`src/rtl/shift_add_mult_seq_if.sv`:
```
// Start/busy/done handshake, operands and result of the sequential shift-and-add multiplier.
interface shift_add_mult_seq_if #(
  parameter int WIDTH = 8
);
  localparam int CW = $clog2(WIDTH + 1);

  logic                 start;
  logic                 signed_mode;
  logic [WIDTH-1:0]     multiplicand;
  logic [WIDTH-1:0]     multiplier;
  logic                 busy;
  logic                 done;
  logic [CW-1:0]        iter_count;
  logic [2*WIDTH-1:0]   product;

  modport master (
    output start, signed_mode, multiplicand, multiplier,
    input  busy, done, iter_count, product
  );

  modport slave (
    input  start, signed_mode, multiplicand, multiplier,
    output busy, done, iter_count, product
  );
endinterface

```
`src/rtl/shift_add_mult_seq.sv`:
```
// Sequential shift-and-add multiplier, WIDTH x WIDTH -> 2*WIDTH, signed/unsigned,
// one operation in flight, optional early finish once the remaining multiplier bits are zero.
module shift_add_mult_seq #(
  parameter int WIDTH      = 8,
  parameter bit EARLY_EXIT = 1'b1
) (
  input  logic                 clk,
  input  logic                 reset,
  shift_add_mult_seq_if.slave  bus
);
  localparam int PW = 2 * WIDTH;
  localparam int CW = $clog2(WIDTH + 1);

  typedef enum logic [2:0] {
    IDLE,
    LOAD,
    CALC,
    FIX,
    DONE
  } state_t;

  state_t           state;
  logic [PW-1:0]    a_ext;
  logic [PW-1:0]    acc;
  logic [WIDTH-1:0] b_sh;
  logic             b_neg;

  logic [PW-1:0]    acc_step;
  logic [WIDTH-1:0] b_next;
  logic [PW-1:0]    acc_fixed;
  logic             calc_last;

  // A negative multiplier keeps its MSB set until the last shift, so it never exits
  // early; a_ext has then been shifted exactly WIDTH times and equals A_ext_orig << WIDTH.
  always_comb begin
    acc_step  = b_sh[0] ? acc + a_ext : acc;
    b_next    = b_sh >> 1;
    acc_fixed = b_neg ? acc - a_ext : acc;
    calc_last = (bus.iter_count == CW'(1)) || (EARLY_EXIT && (b_next == '0));
  end

  // NOTE: all state is updated with non-blocking assignments so every register samples
  // the values from before the edge, regardless of statement order.
  always_ff @(posedge clk) begin
    if (reset) begin
      state          <= IDLE;
      a_ext          <= '0;
      acc            <= '0;
      b_sh           <= '0;
      b_neg          <= 1'b0;
      bus.busy       <= 1'b0;
      bus.done       <= 1'b0;
      bus.iter_count <= '0;
      bus.product    <= '0;
    end else begin
      bus.done <= 1'b0;
      unique case (state)
        IDLE: begin
          if (bus.start) begin
            a_ext <= bus.signed_mode
                   ? {{WIDTH{bus.multiplicand[WIDTH-1]}}, bus.multiplicand}
                   : {{WIDTH{1'b0}}, bus.multiplicand};
            b_sh     <= bus.multiplier;
            b_neg    <= bus.signed_mode & bus.multiplier[WIDTH-1];
            bus.busy <= 1'b1;
            state    <= LOAD;
          end
        end
        LOAD: begin
          acc            <= '0;
          bus.iter_count <= CW'(WIDTH);
          state          <= CALC;
        end
        CALC: begin
          acc            <= acc_step;
          a_ext          <= a_ext << 1;
          b_sh           <= b_next;
          bus.iter_count <= bus.iter_count - CW'(1);
          if (calc_last) begin
            state <= FIX;
          end
        end
        FIX: begin
          acc            <= acc_fixed;
          bus.product    <= acc_fixed;
          bus.busy       <= 1'b0;
          bus.done       <= 1'b1;
          bus.iter_count <= '0;
          state          <= DONE;
        end
        DONE: begin
          state <= IDLE;
        end
        default: begin
          state <= IDLE;
        end
      endcase
    end
  end
endmodule

```
`src/flat_wrapper.sv`:
```
// flat-port wrapper written by rule: the top's interface ports become plain ports
module shift_add_mult_seq_flat 
#(
  parameter int WIDTH      = 8,
  parameter bit EARLY_EXIT = 1'b1
)
  (clk, reset, bus_start, bus_signed_mode, bus_multiplicand, bus_multiplier, bus_busy, bus_done, bus_iter_count, bus_product);
  shift_add_mult_seq_if #(.WIDTH(WIDTH)) bus_i ();
  input  logic clk;
  input  logic reset;
  input wire logic [$bits(bus_i.start)-1:0] bus_start;
  input wire logic [$bits(bus_i.signed_mode)-1:0] bus_signed_mode;
  input wire logic [$bits(bus_i.multiplicand)-1:0] bus_multiplicand;
  input wire logic [$bits(bus_i.multiplier)-1:0] bus_multiplier;
  output wire logic [$bits(bus_i.busy)-1:0] bus_busy;
  output wire logic [$bits(bus_i.done)-1:0] bus_done;
  output wire logic [$bits(bus_i.iter_count)-1:0] bus_iter_count;
  output wire logic [$bits(bus_i.product)-1:0] bus_product;
  assign bus_i.start = bus_start;
  assign bus_i.signed_mode = bus_signed_mode;
  assign bus_i.multiplicand = bus_multiplicand;
  assign bus_i.multiplier = bus_multiplier;
  assign bus_busy = bus_i.busy;
  assign bus_done = bus_i.done;
  assign bus_iter_count = bus_i.iter_count;
  assign bus_product = bus_i.product;
  shift_add_mult_seq #(.WIDTH(WIDTH), .EARLY_EXIT(EARLY_EXIT)) u_core (.clk(clk), .reset(reset), .bus(bus_i));
endmodule
```
`config.mk`:
```
export PLATFORM = sky130hd
export DESIGN_NAME = shift_add_mult_seq_flat
export DESIGN_NICKNAME = d
export VERILOG_FILES = /design/src/rtl/shift_add_mult_seq_if.sv /design/src/rtl/shift_add_mult_seq.sv /design/src/flat_wrapper.sv
export SDC_FILE = /design/constraint.sdc
export NUM_CORES = 1
export LEC_CHECK = 0
export BUFFER_PORTS_ARGS = -buffer_cell sky130_fd_sc_hd__buf_2
export CAP_MARGIN = 25
export CORE_MARGIN = 1
export CORE_UTILIZATION = 60
export DETAILED_ROUTE_END_ITERATION = 8
export HOLD_SLACK_MARGIN = 0.02
export PLACE_DENSITY = 0.87
export RECOVER_POWER = 25
export SLEW_MARGIN = 10
export SYNTH_ARGS = -nofsm -noshare
export SYNTH_HDL_FRONTEND = slang
export SYNTH_SLANG_ARGS = --single-unit
```
`constraint.sdc`:
```
create_clock -name clk -period 3.4 [get_ports clk]
set_input_delay 0 -clock clk [delete_from_list [all_inputs] [get_ports clk]]
set_output_delay 0 -clock clk [all_outputs]
set_load 0.02 [all_outputs]
```
==> reports/qor.txt, run 1 <==
Top FF cell, synth - dfxtp_1
Post-layout min period - 2.81 ns
P&R area growth vs syn - 10.8%
Commonest non-fill, non-tap cell in the layout - nor2_1
Power, Total - 3.97 mW
Cell Area, Synth - 4450 µm²
Critical path cell sequence - inv_1 -> ha_1 -> nor4_1 -> nand2_1 -> a21oi_1 -> nor3b_1 -> o31ai_1 -> xnor2_1 -> nand2_1 -> a311oi_1
Most used cell, CP - nand2_1
WP buf/inv - 1
Crit-path max FO - 10
I/O pins - 42
Crit path largest cell delay - 0.45 ns
Reg-to-reg endpoint - u_core.acc[15]
Crit path arrival time - 3.06 ns
Clk slew on worst S/H paths - 0.08 ns
Post-Layout Inst Area - 4930 µm²
Post-CTS Setup Repair Bufs - 0
Vias post-DR - 4328
LEAKAGE - 1.90 nW
Status - complete, no violations
Levels on crit path - 10
Worst Path Required - 3.66 ns
Critical path's top delay family - compound AO/OA/AOI/OAI gates
EDFF count, synth - 0
Post-synthesis instance total - 557
Top Metal Used - met4
Most frequent cells in the layout - nor2_1, dfxtp_1, a21oi_1, ha_1
Vias per cell - 6.25
Routed len/inst - 17.9 µm
Max Clk Rate - 0.356 GHz
Overflow after GRT - 0
Setup slack, reg-to-reg - 0.59 ns
Slowest-stage cell, CP - ha_1
#FFs+latches synth - 66
Top cells by area, synth - dfxtp_1, ha_1, a21oi_1
CP Capture Type - flip-flop
RSZ-0062 raised after global routing - no
Max Transition Viols Final - 0
Syn_area_per_cell - 7.99 µm²
Cell Pwr Density - 806 nW/µm²
Critical path origin - u_core.a_ext[10]
Share of the synthesized area in the top cell type - 0.297
DRT Pass-1 Iters - 7
Share of flip-flops with an asynchronous set or reset - 0
I/O Buffers - 41
Setup tns final - 0 ns
WL met2 - 5.78 mm
Drt drc - 0
Post-Route WL - 12.4 mm
Total GRT Usage - 0.342
Initial antenna violation count - 0
Vias in the first global route - 4066
Final Skew - 0.0103 ns
Starting Density - 0.617
Global-route wire length before repair - 20.2 mm
Worst skew pair latency - 0.35 ns
IR drop worst, VDD - 0.466 mV
Post-synth net total - 612
Reg-to-Reg Start - u_core.a_ext[10]
DRT iter0 DRCs - 471
Post-DP Area - 4660 µm²
Gpl congestion - 1.01
Final hold viol count - 0
Detail Placement HPWL - 8.42 mm
Ys Warns - 0
CTS tree - built
Hold WC Path Type - input port to flip-flop
Measured slew at the worst slew-check pin - 0.866 ns
Share of layout cells above drive strength 1 - 0.108
CTS root buffer - clkbuf_8
Clock sink total - 66
Worst setup endpoint - u_core.acc[15]
Crit path kind - flip-flop to flip-flop
Die Ht - 88.1 µm
Met1 WL - 5.21 mm
Final Setup Violations - 0
# rows - 31
CP Launch Type - flip-flop
CTS Buf Count - 9
Layout Nets - 644
Max-cap viol count - 0
Post-synthesis sequential area ratio - 0.297
Largest net degree at the start of global routing - 46
DIE AREA - 7760 µm²
Max Buffers Root-to-Sink - 2
Slew HR - 0.420
Die W - 88.1 µm
Diodes inserted - 0
Synth cell types - 69
WL met3 - 938 µm
Post-synth top area cell - dfxtp_1
H-tree levels - 3
Period Utilization, post-route - 0.825
Placeable core region - 7210 µm²
Worst R2R Path Depth - 10
Detail Route Antenna Nets - 0
## synth_stat cells (3+ instances only)
cell / number
a211oi_1: 31
mux2i_1: 13
a21oi_1: 63
nor2b_1: 7
nand2_1: 31
ha_1: 33
inv_2: 5
a31oi_1: 4
or3_1: 3
o21a_1: 4
mux2_2: 3
o22ai_1: 3
a221oi_1: 4
o21ai_0: 10
nor4_1: 3
xnor2_1: 24
a22oi_1: 12
nor3_1: 14
o21bai_1: 7
nand2b_1: 4
nor2_1: 76
clkbuf_1: 22
o31ai_1: 3
a311oi_1: 4
nand3_1: 5
inv_1: 29
dfxtp_1: 66
nand4_1: 3
buf_2: 13
o21ai_1: 10
## final cells by class
cell class | count | area, µm²
repair buffers | 59 | 340
fillers | 639 | 2280
well taps | 99 | 124
clock inverters | 5 | 56.3
flip-flops and latches | 66 | 1320
multi-input cells | 418 | 2830
inverters | 35 | 131
clock buffers | 10 | 128
## logic make-up after synthesis
logic type               after synthesis  share of synthesized area
AND/OR/NAND/NOR                      160                      0.166
flip-flops                            66                      0.297
XOR/XNOR                              26                     0.0512
buffers and inverters                 73                     0.0678
adder cells (fa/ha/maj)               35                      0.102
multiplexers                          16                     0.0368
AO/OA/AOI/OAI                        181                      0.279
## sequential cells by signal, summed over array words and instances, names as in the netlist
register               flops
u_core.b_neg               1
u_core.acc                16
u_core.bus.product        16
u_core.state               3
u_core.bus.busy            1
u_core.b_sh                8
u_core.bus.iter_count      4
u_core.a_ext              16
u_core.bus.done            1
## through the flow
stage | hold WS (ns) | util | setup slack (ns) | std cells
4_1_cts | 0.0201 | 0.687 | 0.671 | 692
3_5_place_dp | 0.268 | 0.646 | 0.706 | 666
6_report | 0.0192 | 0.683 | 0.594 | 692
3_3_place_gp | 0.260 | 0.646 | 0.753 | 666
5_1_grt | 0.0435 | 0.683 | 0.381 | 692
2_1_floorplan | 0.152 | - | 1.03 | 557
## worst min path at each step
stage                        startpoint              end  slack, ns  cells past startpoint
floorplan               bus_signed_mode     u_core.b_neg       0.15                      2
global placement    bus_multiplicand[0]  u_core.a_ext[0]       0.26                      3
detailed placement  bus_multiplicand[0]  u_core.a_ext[0]       0.27                      3
CTS                 bus_multiplicand[6]  u_core.a_ext[6]       0.02                      3
global route        bus_multiplicand[5]  u_core.a_ext[5]       0.04                      3
finish              bus_multiplicand[6]  u_core.a_ext[6]       0.02                      3
## worst register-to-register path, stage by stage, from the launching register on
cell	delay, ns
dfxtp_1	0.43
inv_1	0.07
ha_1	0.45
nor4_1	0.46
nand2_1	0.10
a21oi_1	0.29
nor3b_1	0.10
o31ai_1	0.33
xnor2_1	0.16
nand2_1	0.07
a311oi_1	0.26
## metal layers
metal  up-vias  GRT usage
met1      2001      0.440
met4         0      0.177
met3        44     0.0490
met2       236      0.558
li1       2047          -
met5         -          0
## where the power goes
| part | total [mW] | leakage (nW) | internal, mW | switching [mW] |
|---|---|---|---|---|
| logic | 2.21 | 1.27 | 0.868 | 1.34 |
| registers | 1.11 | 0.539 | 0.928 | 0.184 |
| clock network | 0.649 | 0.0921 | 0.333 | 0.315 |
| total | 3.97 | 1.90 | 2.13 | 1.84 |
## timing repair
item	in CTS	in global routing
hold buffers	11	0
endpoints found under the hold margin	11	0
resized for setup	0	0
(Power assumes the default switching activity.)
==> run 2: changes to the inputs <==
--- a/config.mk
+++ b/config.mk
@@ -8,10 +8,10 @@
 export BUFFER_PORTS_ARGS = -buffer_cell sky130_fd_sc_hd__buf_2
 export CAP_MARGIN = 25
 export CORE_MARGIN = 1
-export CORE_UTILIZATION = 60
+export CORE_UTILIZATION = 54
 export DETAILED_ROUTE_END_ITERATION = 8
 export HOLD_SLACK_MARGIN = 0.02
-export PLACE_DENSITY = 0.87
+export PLACE_DENSITY = 0.83
 export RECOVER_POWER = 25
 export SLEW_MARGIN = 10
 export SYNTH_ARGS = -nofsm -noshare
==> constraint.sdc (replaced) <==
create_clock -name clk -period 2.5 [get_ports clk]
set_input_delay 0 -clock clk [delete_from_list [all_inputs] [get_ports clk]]
set_output_delay 0 -clock clk [all_outputs]
set_load 0.02 [all_outputs]
==> run 2 against run 1 <==
Register-to-register slack lost 0.52 ns. Via count is 6.1% higher. Clock skew decreased by 0.0017 ns. Clock power rose by 39%. Critical path type unchanged.
==> reports/qor.txt, run 2 (synthesis results as in run 1) <==
Routed len/inst - 18.3 µm (+2.1%)
Crit path kind - flip-flop to flip-flop
# rows - 32 (+3.2%)
Final Skew - 0.00861 ns (-0.00168 ns)
Detail Route Antenna Nets - 0 (unchanged)
DRT iter0 DRCs - 360 (-24%)
LEAKAGE - 2.20 nW (+16%)
Critical path cell sequence - buf_4 -> ha_1 -> fa_2 -> nor2b_4 -> o2111ai_4 -> a21oi_2 -> o21ai_2 -> o21ai_2 -> mux2i_1 -> o22ai_1 -> o21bai_1
DIE AREA - 8610 µm² (+11%)
CTS tree - built
Crit-path max FO - 4 (-6)
Clock sink total - 66 (unchanged)
Post-DP Area - 4960 µm² (+6.4%)
Die W - 92.8 µm (+5.3%)
Detail Placement HPWL - 9.24 mm (+9.8%)
Most used cell, CP - o21ai_2
Vias in the first global route - 4380 (+7.7%)
Share of layout cells above drive strength 1 - 0.235 (+0.127)
Gpl congestion - 0.932 (-7.3%)
Total GRT Usage - 0.321 (-0.0208)
Final hold viol count - 0 (unchanged)
Die Ht - 92.8 µm (+5.3%)
Worst skew pair latency - 0.35 ns (about the same)
I/O pins - 42 (unchanged)
H-tree levels - 3 (unchanged)
Largest net degree at the start of global routing - 32 (-30%)
Placed insts - 708 (+6.3%)
I/O Buffers - 41 (unchanged)
Measured slew at the worst slew-check pin - 0.899 ns (+0.0326 ns)
Period Utilization, post-route - 0.970 (+0.145)
RSZ-0062 raised after global routing - yes
CP Launch Type - flip-flop
Layout Nets - 692 (+7.5%)
Post-Layout Cell Count - 744 (+7.5%)
Slew HR - 0.399 (-0.0218)
Starting Density - 0.567 (-0.0498)
Slowest-stage cell, CP - fa_2
Max Buffers Root-to-Sink - 2 (unchanged)
Max Clk Rate - 0.412 GHz (+16%)
CTS root buffer - clkbuf_8
Drt drc - 0 (unchanged)
Max-cap viol count - 0 (unchanged)
Clk slew on worst S/H paths - 0.08 ns (about the same)
CP Capture Type - flip-flop
DRT Pass-1 Iters - 5 (-2)
FF/Latch Area - 1330 µm² (+0.28%)
Placeable core region - 7850 µm² (+8.8%)
P&R area growth vs syn - 24.5%
Final Setup Violations - 0 (unchanged)
Critical path's top delay family - compound AO/OA/AOI/OAI gates
Max Transition Viols Final - 0 (unchanged)
WP buf/inv - 1 (unchanged)
Commonest non-fill, non-tap cell in the layout - nor2_1
Fillers - 607 (-5.0%)
Hold WC Path Type - input port to flip-flop
Global-route wire length before repair - 21.7 mm (+7.5%)
Post-Route WL - 13.6 mm (+9.7%)
Diodes inserted - 0 (unchanged)
Post-Layout Inst Area - 5540 µm² (+12%)
Vias per cell - 6.17 (-1.3%)
Largest registers - u_core.a_ext (16), u_core.acc (16), u_core.bus.product (16)
Cell Pwr Density - 1110 nW/µm² (+37%)
Post-layout min period - 2.43 ns (-0.381 ns)
Area of the multi-input gates - 3050 µm² (+7.9%)
Worst Path Required - 2.74 ns (-0.92 ns)
Crit path largest cell delay - 0.38 ns (-0.07 ns)
Vias post-DR - 4591 (+6.1%)
Status - complete, no violations
Overflow after GRT - 0 (unchanged)
IR drop worst, VDD - 0.680 mV (+46%)
Initial antenna violation count - 0 (unchanged)
CTS Buf Count - 9 (unchanged)
Crit path arrival time - 2.67 ns (-0.39 ns)
Most frequent cells in the layout - nor2_1, dfxtp_1, a21oi_1, buf_4
## run 2: power by group
group / leakage [nW] / switching [mW] / total [mW] / internal [mW]
registers: 0.540 / 0.209 / 1.47 / 1.26
clock network: 0.0893 / 0.443 / 0.901 / 0.458
logic: 1.57 / 2.15 / 3.75 / 1.61
total: 2.20 / 2.80 / 6.13 / 3.33
## run 2: worst min-delay path, cell delays in order
cell and delay [ns]:
buf_2 0.08, a211oi_1 0.06, a211oi_1 0.19
## run 2: timing repair
item | in CTS | in global routing
pin swaps | 11 | 14
gates resized for setup | 15 | 34
hold buffers | 16 | 0
endpoints found under the setup margin | 5 | 16
setup buffers | 2 | 2
hold endpoints to repair | 15 | 0
## run 2: worst paths after layout
path	from	end	slack, ns	cells after the start
min	bus_multiplicand[5]	u_core.a_ext[5]	0.03	3
max reg2reg	u_core.a_ext[0]	u_core.acc[12]	0.07	11
max	u_core.a_ext[0]	u_core.acc[12]	0.07	11
min reg2reg	u_core.bus.product[8]	u_core.bus.product[8]	0.46	2
## run 2: layout make-up
cell class,instances,area share
clock buffers,11,0.0237
clock inverters,5,0.00994
inverters,35,0.0237
multi-input cells,418,0.551
flip-flops and latches,66,0.239
well taps,102,0.0230
repair buffers,107,0.129
## run 2: through the flow
step | total power [mW] | setup slack, ns | hold WS, ns | setup TNS (ns) | util
floorplan | 3.83 | 0.133 | 0.152 | 0 | -
global placement | 4.63 | -0.0420 | 0.248 | -0.0983 | 0.632
detailed placement | 4.71 | -0.126 | 0.273 | -0.414 | 0.632
CTS | 5.69 | -0.00534 | 0.0273 | -0.00534 | 0.685
global route | 6.50 | -0.0237 | 0.0397 | -0.0554 | 0.706
finish | 6.13 | 0.0750 | 0.0273 | 0 | 0.706
## run 2: layer usage
| metal | part of all wire | global-route usage |
|---|---|---|
| met1 | 0.43 | 0.416 |
| met2 | 0.47 | 0.536 |
| met3 | 0.063 | 0.0550 |
| met4 | 0.031 | 0.109 |
| met5 | 0 | 0 |
==> run 3: changes to the inputs <==
--- a/config.mk
+++ b/config.mk
@@ -8,10 +8,11 @@
 export BUFFER_PORTS_ARGS = -buffer_cell sky130_fd_sc_hd__buf_2
 export CAP_MARGIN = 25
 export CORE_MARGIN = 1
-export CORE_UTILIZATION = 54
+export CORE_UTILIZATION = 56
+export CTS_BUF_LIST = sky130_fd_sc_hd__clkbuf_4 sky130_fd_sc_hd__clkbuf_8
 export DETAILED_ROUTE_END_ITERATION = 8
 export HOLD_SLACK_MARGIN = 0.02
-export PLACE_DENSITY = 0.83
+export PLACE_DENSITY = 0.85
 export RECOVER_POWER = 25
 export SLEW_MARGIN = 10
 export SYNTH_ARGS = -nofsm -noshare
==> run 3 against run 2 <==
The run now ends with negative setup slack left. Sequential cell count is the same. Hold slack got worse by 0.016 ns. Highest routed layer unchanged. Critical path type unchanged. Largest cell class unchanged. First-iteration DRC count grew 69%. Clock power increased by 27%. Power is 11% higher. Wire length up 9.5%. Global-route usage increased by 3.4 points.
==> reports/qor.txt, run 3 (synthesis results as in run 1) <==
Fin util - 0.743 (+0.0372)
Vias per cell - 6.31 (+2.2%)
Period Utilization, post-route - 1.01 (+0.0383)
Slew HR - 0.376 (-0.0229)
Detail Placement HPWL - 9.33 mm (+0.97%)
Clock power frac - 0.168 (+0.021)
Largest registers - u_core.a_ext (16), u_core.acc (16), u_core.bus.product (16)
P&R area growth vs syn - 28.4%
Placeable core region - 7690 µm² (-2.0%)
Overflow after GRT - 0 (unchanged)
Status - finished, violations left
Most frequent cells in the layout - nor2_1, dfxtp_1, buf_4, a21oi_1, nand2_1
Area of the multi-input gates - 3140 µm² (+2.8%)
Final hold viol count - 0 (unchanged)
Post-layout min period - 2.52 ns (+0.0957 ns)
Starting Density - 0.579 (+0.0118)
LEAKAGE - 2.27 nW (+3.5%)
Gpl congestion - 0.969 (+4.0%)
Crit-path max FO - 2 (-2)
Final Setup Violations - 2 (+2)
# rows - 32 (unchanged)
Die W - 91.1 µm (-1.8%)
Max Transition Viols Final - 0 (unchanged)
Max-cap viol count - 0 (unchanged)
CP Launch Type - flip-flop
Hold WC Path Type - input port to flip-flop
Drt drc - 0 (unchanged)
Sw Ratio - 0.453 (-0.00383)
Failing checks - negative setup slack
Die Ht - 91.1 µm (-1.8%)
DRT Pass-1 Iters - 5 (unchanged)
Layout Nets - 697 (+0.72%)
Commonest non-fill, non-tap cell in the layout - nor2_1
Setup WS post-layout - -0.0207 ns (-0.0957 ns)
Measured slew at the worst slew-check pin - 0.933 ns (+0.0342 ns)
H-tree levels - 3 (unchanged)
Global-route wire length before repair - 23.1 mm (+6.7%)
Net Switching - 3.09 mW (+10%)
Clock sink total - 66 (unchanged)
RSZ-0062 raised after global routing - yes
Clk slew on worst S/H paths - 0.08 ns (about the same)
Sequential share of power - 0.217 (-0.023)
Pre-CTS setup slack - -0.142 ns (-0.0157 ns)
Final Skew - 0.00930 ns (+0.000694 ns)
Initial antenna violation count - 0 (unchanged)
Crit path kind - flip-flop to flip-flop
Fillers - 543 (-11%)
DRT iter0 DRCs - 607 (+69%)
Routed len/inst - 19.9 µm (+8.7%)
Max Clk Rate - 0.397 GHz (-3.8%)
Diodes inserted - 0 (unchanged)
Largest net degree at the start of global routing - 30 (-6.3%)
IR drop worst, VDD - 0.797 mV (+17%)
DIE AREA - 8310 µm² (-3.5%)
Worst Path Required - 2.77 ns (+0.03 ns)
Vias post-DR - 4725 (+2.9%)
Vias in the first global route - 4637 (+5.9%)
I/O Buffers - 41 (unchanged)
Int Power - 3.73 mW (+12%)
I/O pins - 42 (unchanged)
Setup tns final - -0.0333 ns (-0.0333 ns)
Max Buffers Root-to-Sink - 2 (unchanged)
CP Capture Type - flip-flop
Detail Route Antenna Nets - 0 (unchanged)
CTS tree - built
Cell Pwr Density - 1190 nW/µm² (+8.0%)
Crit path arrival time - 2.79 ns (+0.12 ns)
Total GRT Usage - 0.356 (+0.0344)
FF/Latch Area - 1330 µm² (+0.28%)
Share of layout cells above drive strength 1 - 0.253 (+0.0183)
CTS root buffer - clkbuf_8
Post-Route WL - 14.9 mm (+9.5%)
CTS Buf Count - 9 (unchanged)
Worst skew pair latency - 0.36 ns (about the same)
Gate power share - 0.615 (+0.002)
==> run 3: cell count changes in the layout (fill, tap and decap cells not counted), sizes merged <==
| cell | delta |
|---|---|
| clkinvlp | -1 |
| buf | +8 |
| dlygate4sd3 | -4 |
| bufinv | +2 |
==> run 3: critical path: stages, from the launching register on <==
cell      delay, ns
dfxtp_2        0.37
ha_4           0.15
inv_2          0.04
fa_2           0.37
o21bai_4       0.17
a21oi_4        0.07
o21a_1         0.22
o41ai_4        0.40
a21oi_2        0.13
xnor2_1        0.18
nand2_1        0.08
a311oi_1       0.26
==> run 3: power by group through the flow <==
stage	clock (mW)	sequential (mW)	combinational, mW
6_report	1.14	1.48	4.20
5_1_grt	1.18	1.50	4.48
2_1_floorplan	0	1.47	2.36
3_5_place_dp	0	1.47	3.31
3_3_place_gp	0	1.45	3.24
4_1_cts	1.12	1.45	3.48
==> run 3: through the flow <==
stage / power (mW) / cells / instance area (µm²) / hold slack [ns]
after floorplan: 3.83 / 557 / 4450 / 0.152
after global placement: 4.69 / 716 / 5020 / 0.249
after detailed placement: 4.78 / 716 / 5020 / 0.278
after CTS: 6.05 / 747 / 5470 / 0.0260
after global routing: 7.16 / 749 / 5710 / 0.0299
final: 6.82 / 749 / 5710 / 0.0117
==> run 3: layout make-up <==
cell class                      instances  area share
Sequential cell                        66       0.233
Inverter                               35      0.0230
Timing Repair Buffer                  112       0.130
Multi-Input combinational cell        418       0.549
Clock inverter                          6      0.0201
Tap cell                              102      0.0223
Clock buffer                           10      0.0230
==> run 3: worst paths after layout <==
path	start	end	slack [ns]	cells after the start
worst max-delay path	u_core.a_ext[0]	u_core.acc[10]	-0.02	11
worst min-delay path	bus_multiplicand[6]	u_core.a_ext[6]	0.01	3
worst max register to register	u_core.a_ext[0]	u_core.acc[10]	-0.02	11
worst min register to register	u_core.bus.product[10]	u_core.bus.product[10]	0.45	2
==> run 3: per-layer routing <==
metal	global-route usage	part of all wire
met5	0	0
met1	0.438	0.40
met4	0.198	0.034
met3	0.0653	0.085
met2	0.585	0.48
==> run 3: repair_timing <==
action | 4_1_cts | 5_1_grt
setup buffers | 3 | 2
setup endpoints to repair | 10 | 17
gates resized for setup | 16 | 46
pin swaps | 13 | 24
hold endpoints to repair | 11 | 0
hold buffers | 12 | 0
